**config.mk**
```make
export PLATFORM = sky130hd
export DESIGN_NAME = win_valid_genr
export DESIGN_NICKNAME = d
export VERILOG_FILES = /design/src/rtl/win_valid_genr.sv
export SDC_FILE = /design/constraint.sdc
export NUM_CORES = 1
export LEC_CHECK = 0
export ABC_AREA = 1
export CORE_ASPECT_RATIO = 1.2
export CORE_UTILIZATION = 54
export DETAILED_ROUTE_END_ITERATION = 10
export PLACE_DENSITY_LB_ADDON = 0.3
export SYNTH_ARGS = -nofsm -noshare
export SYNTH_HDL_FRONTEND = slang
export SYNTH_SLANG_ARGS = --single-unit
```
**constraint.sdc**
```tcl
create_clock -name clk -period 2.65 [get_ports clk]
set_input_delay 0.53 -clock clk [delete_from_list [all_inputs] [get_ports clk]]
set_output_delay 0.53 -clock clk [all_outputs]
set_load 0.005 [all_outputs]
```
**src/rtl/win_valid_genr.sv**
```systemverilog
// Output-side position tracker for the parallel convolution pipeline: counts accepted
// pixel groups per row/frame and derives per-lane window-valid flags and frame-done.
module win_valid_genr #(
  parameter logic [15:0] IM_LEN            = 16'd520,
  parameter logic [15:0] IM_HEIGHT         = 16'd520,
  parameter int          KER_SIZE          = 3,
  parameter int          NO_PARALLEL_UNITS = 4
) (
  input  logic                         clk,
  input  logic                         res,
  input  logic                         clrbuffer,
  input  logic                         stall,
  input  logic                         in_valid,
  output logic [KER_SIZE-2:0]          row_start,
  output logic                         out_valid,
  output logic [NO_PARALLEL_UNITS-1:0] lane_valid,
  output logic                         frame_done,
  output logic [10:0]                  col_cnt,
  output logic [10:0]                  row_cnt
);

  localparam logic [15:0] COLS = 16'(IM_LEN / 16'(NO_PARALLEL_UNITS));

  logic acc_s;
  logic col_last_s;
  logic row_last_s;

  // Lane j is a full window once both the row and its pixel index are past the kernel
  // border; done at 32 bits so col*P cannot overflow.
  function automatic logic [NO_PARALLEL_UNITS-1:0] lane_mask(input logic [10:0] col,
                                                             input logic [10:0] row);
    logic [31:0] x;
    logic [NO_PARALLEL_UNITS-1:0] m;
    m = '0;
    for (int j = 0; j < NO_PARALLEL_UNITS; j++) begin
      x = 32'(col) * 32'(NO_PARALLEL_UNITS) + 32'(j);
      m[j] = (32'(row) >= 32'(KER_SIZE - 1)) && (x >= 32'(KER_SIZE - 1));
    end
    return m;
  endfunction

  // Accept qualification and end-of-row / end-of-frame detection.
  always_comb begin
    acc_s      = in_valid & ~stall;
    col_last_s = ({5'd0, col_cnt} == (COLS - 16'd1));
    row_last_s = ({5'd0, row_cnt} == (IM_HEIGHT - 16'd1));
  end

  // Active-low left-edge mask, mirror of the row-end mask.
  always_comb begin
    row_start = '1;
    for (int i = 0; i < KER_SIZE - 1; i++) begin
      if (col_cnt == 11'(i)) begin
        row_start[i] = 1'b0;
      end else begin
        row_start[i] = 1'b1;
      end
    end
  end

  // Position counters and registered output flags; reset/clear beats an accept.
  always_ff @(posedge clk) begin
    if (res || clrbuffer) begin
      col_cnt    <= 11'd0;
      row_cnt    <= 11'd0;
      out_valid  <= 1'b0;
      lane_valid <= '0;
      frame_done <= 1'b0;
    end else begin
      out_valid  <= acc_s;
      lane_valid <= acc_s ? lane_mask(col_cnt, row_cnt) : '0;
      frame_done <= acc_s & col_last_s & row_last_s;
      if (acc_s) begin
        if (col_last_s) begin
          col_cnt <= 11'd0;
          row_cnt <= row_last_s ? 11'd0 : (row_cnt + 11'd1);
        end else begin
          col_cnt <= col_cnt + 11'd1;
          row_cnt <= row_cnt;
        end
      end else begin
        col_cnt <= col_cnt;
        row_cnt <= row_cnt;
      end
    end
  end

endmodule

```
### Yosys cells after proc, flatten, opt, wreduce, memory -nomap -nowiden

Index checks and enable logic that the tools add are counted.

* $lt $le $gt $ge: 5
* reduce and logical (&&, ||, !) cells: 8
* $add $sub $neg: 5
* multiplexer cells: 4
* equal/unequal tests: 3
* bitwise operators: 5

Operator list (count)
* 14-bit by 2-bit greater-or-equal comparator with 1-bit output, second input constant: 3
* 13-bit by 2-bit adder with 14-bit output, second input constant: 2
* 11-bit by 1-bit adder with 11-bit output, second input constant: 2
* 11-bit 2-to-1 mux: 2
* 13-bit by 1-bit adder with 14-bit output, second input constant: 1
* 13-bit by 2-bit greater-or-equal comparator with 1-bit output, second input constant: 1
* 11-bit by 1-bit equality test with 1-bit output, second input constant: 1
* 11-bit by 10-bit equality test with 1-bit output, second input constant: 1
* 11-bit by 8-bit equality test with 1-bit output, second input constant: 1
* 11-bit by 2-bit greater-or-equal comparator with 1-bit output, second input constant: 1
* 11-bit zero test: 1
* 1-bit logical AND: 4
* 1-bit AND: 3
* 1-bit 2-to-1 mux: 2
* 1-bit inverter: 2
* 2-bit AND reduction: 1
* 2-bit OR reduction: 1
* 1-bit logical OR: 1

* logic and storage cells: 35
* output and inout port bits: 30
* input bits: 5
* bits in registers: 28

### Depth between registers and ports, before layout

* depth in word-level cells: 4
* gate-level depth with buffers: 9
* depth with buffers taken out: 9

### Worst setup path before layout

No wires, ideal clock.

* path type: flip-flop to output port
* start point: register col_cnt[4]
* end point: output row_start[0]
* stages on the path, launching flop included: 7
* arrival time: 0.866 ns
* buffers on the path: 0
* data required time: 2.120 ns
* setup slack: 1.254 ns
* path through: dfxtp_1 > inv_2 > nand2_2 > nor3_1 > nand2_1 > inv_1 > nand2_1

* longest elaborated chain between the ends: 2

RTL lines
* from (decl): RTL line 18 `output logic [10:0] col_cnt,`
* from (signal assigned): RTL line 78 `col_cnt <= col_cnt + 11'd1;`
* from (signal assigned): RTL line 82 `col_cnt <= col_cnt;`
* 11-bit zero test: RTL line 53 `if (col_cnt == 11'(i)) begin`
* 1-bit 2-to-1 mux: RTL line 53
* to (decl): RTL line 14 `output logic [KER_SIZE-2:0] row_start,`

No other way between the ends.

### Worst setup path in the final report

Ends and elaborated chain as after synthesis.

==> flow_metrics.py <==
metrics = {
    "placed_design": {
        "hpwl_mm": 2.71,
        "gp_congestion": 0.848,
        "numPortBuffers": 34,
    },
    "power_and_ir_drop": {
        "peakVddDrop_mv": 0.274,
        "seq_power_share_pct": 65.0,
        "p_leak_nw": 0.745,
        "p_switching_mw": 0.148,
        "clkPwrFrac_pct": 29.4,
        "p_sw_share_pct": 23.6,
        "fin_total_pwr_mw": 0.629,
        "power.density_mw_per_mm2": 320,
        "pwr-share-comb_pct": 5.5,
        "p_int_mw": 0.481,
    },
    "run_status": {
        "status": "finished, final reports clean",
    },
    "die": {
        "dieArea_mm2": 0.00319,
        "die_w_um": 51.7,
        "io_pins": 35,
        "core-area_mm2": 0.00281,
        "num_rows": 21,
        "start_util_pct": 57.0,
        "die-height_um": 61.7,
    },
    "worst_setup_path": {
        "crit_fanout": 7,
        "cp_common_cell": "nand2_1",
        "crit_type": "register to output pin",
        "cp-end-kind": "output pin",
        "r2r-start": "col_cnt[1]",
        "r2r_setup_slack_ps": 1080,
        "critPathCapture": "row_start[0]",
        "rr_worst_depth": 7,
        "critPathMaxStageDelay_ps": 440,
        "crit_start": "col_cnt[4]",
        "critPathSlowestCell": "clkdlybuf4s50_1",
        "rr_endpoint": "row_cnt[5]",
        "critPathLaunchType": "register",
        "crit_arrival_ps": 1860,
        "path_cells": "inv_2, nand2_2, nor3_1, nand2_1, inv_1, nand2_1, clkdlybuf4s50_1",
        "cp.required_ps": 2120,
    },
    "finish": {
        "drive_gt1_share_pct": 10.4,
        "final_cell_mix": "nand2_1 (53), clkdlybuf4s50_1 (34), nor2_1 (29)",
        "nets": 279,
        "antenna_cells": 0,
        "area_growth_pct": 22.7,
        "mostFrequentLayoutCell": "nand2_1",
    },
    "sta": {
        "slew-limit-headroom_pct": 71.2,
        "slew_violations": 0,
        "totalNegativeSetupSlack_ps": 0,
        "rsz0062_at_grt": "no",
        "period_needed_ps": 2390,
        "setup_viol": 0,
        "fmax_mhz": 418,
        "fin_crit_sh_pct": 90.3,
        "clock_skew_ps": 9.71,
        "finalHoldViolCount": 0,
        "worstMarginPinSlew_ps": 432,
    },
    "cts": {
        "cts_max_path_buffers": 2,
        "ctsResizeCount": 0,
        "clockRootBuffer": "clkbuf_4",
        "postCtsHoldBufs": 0,
        "cts.clk_slew.worst_paths_ps": 150,
        "cts_tree": "yes",
        "cts.sinks": 27,
        "cts_setup_buffers": 0,
        "h-tree-depth": 1,
        "insertion_delay_ps": 330,
        "numCtsBuffers": 3,
    },
    "detailed_routing": {
        "vias_per_cell": 5.21,
        "drc": 0,
        "drtPass1Iterations": 4,
        "ant_nets": 0,
        "drt-total-wl_mm": 3.57,
        "wl_per_cell_um": 11.8,
        "drtIter0Drc": 41,
        "vias": 1572,
    },
    "logic_synthesis": {
        "ys_ff_latch": 27,
        "avgSynthCellArea_um2": 6.76,
        "yosys.cell_types.count": 25,
        "yosysWarnings": 0,
        "syn_inst": 237,
        "yosysTopAreaCellShare_pct": 33.8,
        "yosysSeqAreaShare_pct": 33.8,
        "syn_nets": 247,
        "netlist_area_mm2": 0.00160,
        "ys_top_cells_by_area": "dfxtp_1 (34%), nand2_1 (12%), nor2_1 (6.8%)",
        "yosys.area.top_type": "dfxtp_1",
    },
    "grt": {
        "grt_pass1_wl_mm": 5.84,
        "grt.total_usage_pct": 24.2,
        "grt_max_degree": 17,
        "antenna_found_initial": 0,
        "overflow": 0,
        "grt_pass1_vias": 1392,
    },
    "min_path": {
        "worstHoldPathType": "register to register",
    },
    "run": {
        "maxCapViolCount": 0,
    },
}
-- layer usage --
metal | track usage, % | up-vias | wire length, um
met5 | 0 | - | 0
met4 | 7.34 | 0 | 43
met2 | 45.5 | 38 | 1820
met1 | 28.4 | 711 | 1610
li1 | - | 817 | -
met3 | 3.46 | 6 | 102
-- power by group through the flow --
stage          clock network (mW)  registers (mW)  logic (mW)
3_5_place_dp                    0           0.418      0.0346
3_3_place_gp                    0           0.418      0.0338
6_report                    0.185           0.409      0.0349
5_1_grt                     0.202           0.410      0.0388
2_1_floorplan                   0           0.418      0.0184
4_1_cts                     0.186           0.409      0.0350
-- cell type report --
cell class	count	area (um^2)
clock buffers	3	22.5
inverters	32	120
clock inverters	1	7.51
multi-input cells	171	891
repair buffers	34	340
flip-flops and latches	27	541
fillers	271	847
well taps	34	42.5
-- cell usage after synthesis --
cell type  number
nand3_2         2
o21ai_0         2
buf_2           1
nand2_2         4
inv_1          25
nor3b_1         2
clkbuf_1        1
a21oi_1        16
nand2_1        53
inv_2           7
nor2_2          6
buf_6           1
nor3_1          7
xor2_1          6
o21bai_1        1
nor2_1         29
o21ai_1         3
nand4_1        11
nand3_1        18
nor2_4          4
nand2_4         1
buf_4           4
o211ai_1        1
ha_1            5
dfxtp_1        27
-- state kept, by name, summed over array words and instances, names as in the netlist --
register / count
out_valid: 1
col_cnt: 11
frame_done: 1
lane_valid: 3
row_cnt: 11
-- worst max-delay path, delay by kind of cell (launching register included) --
kind	cells	cell delay (ps)
DFF	1	420
and+or+nand+nor	4	480
buffers and inverters	3	640
-- logic make-up (layout without fill, tap and decap cells) --
family | count (synthesis) | after routing | synth area share, %
AND/OR/NAND/NOR | 137 | 137 | 40.9
buffers and inverters | 39 | 70 | 10.6
flip-flops | 27 | 27 | 33.8
AO/OA/AOI/OAI | 23 | 23 | 7.50
XOR/XNOR | 6 | 6 | 3.28
adder cells (fa/ha/maj) | 5 | 5 | 3.91
-- metrics by stage --
stage | hold slack, ps | cells | area [um^2] | worst slack, ps | utilization, %
2_1_floorplan | 491 | 237 | 1600 | 1250 | -
3_5_place_dp | 500 | 298 | 1930 | 616 | 68.8
3_3_place_gp | 494 | 298 | 1930 | 650 | 68.8
4_1_cts | 523 | 302 | 1960 | 274 | 69.9
6_report | 526 | 302 | 1960 | 257 | 69.9
5_1_grt | 558 | 302 | 1960 | 160 | 69.9
-- worst min-delay path by stage --
stage	start	to	slack, ps	cells past startpoint
2_1_floorplan	col_cnt[9]	col_cnt[9]	490	2
3_3_place_gp	col_cnt[9]	col_cnt[9]	490	2
3_5_place_dp	col_cnt[9]	col_cnt[9]	500	2
4_1_cts	col_cnt[9]	col_cnt[9]	520	2
5_1_grt	col_cnt[9]	col_cnt[9]	560	2
6_report	col_cnt[9]	col_cnt[9]	530	2
Note: power is estimated with default switching activity, not from simulation.
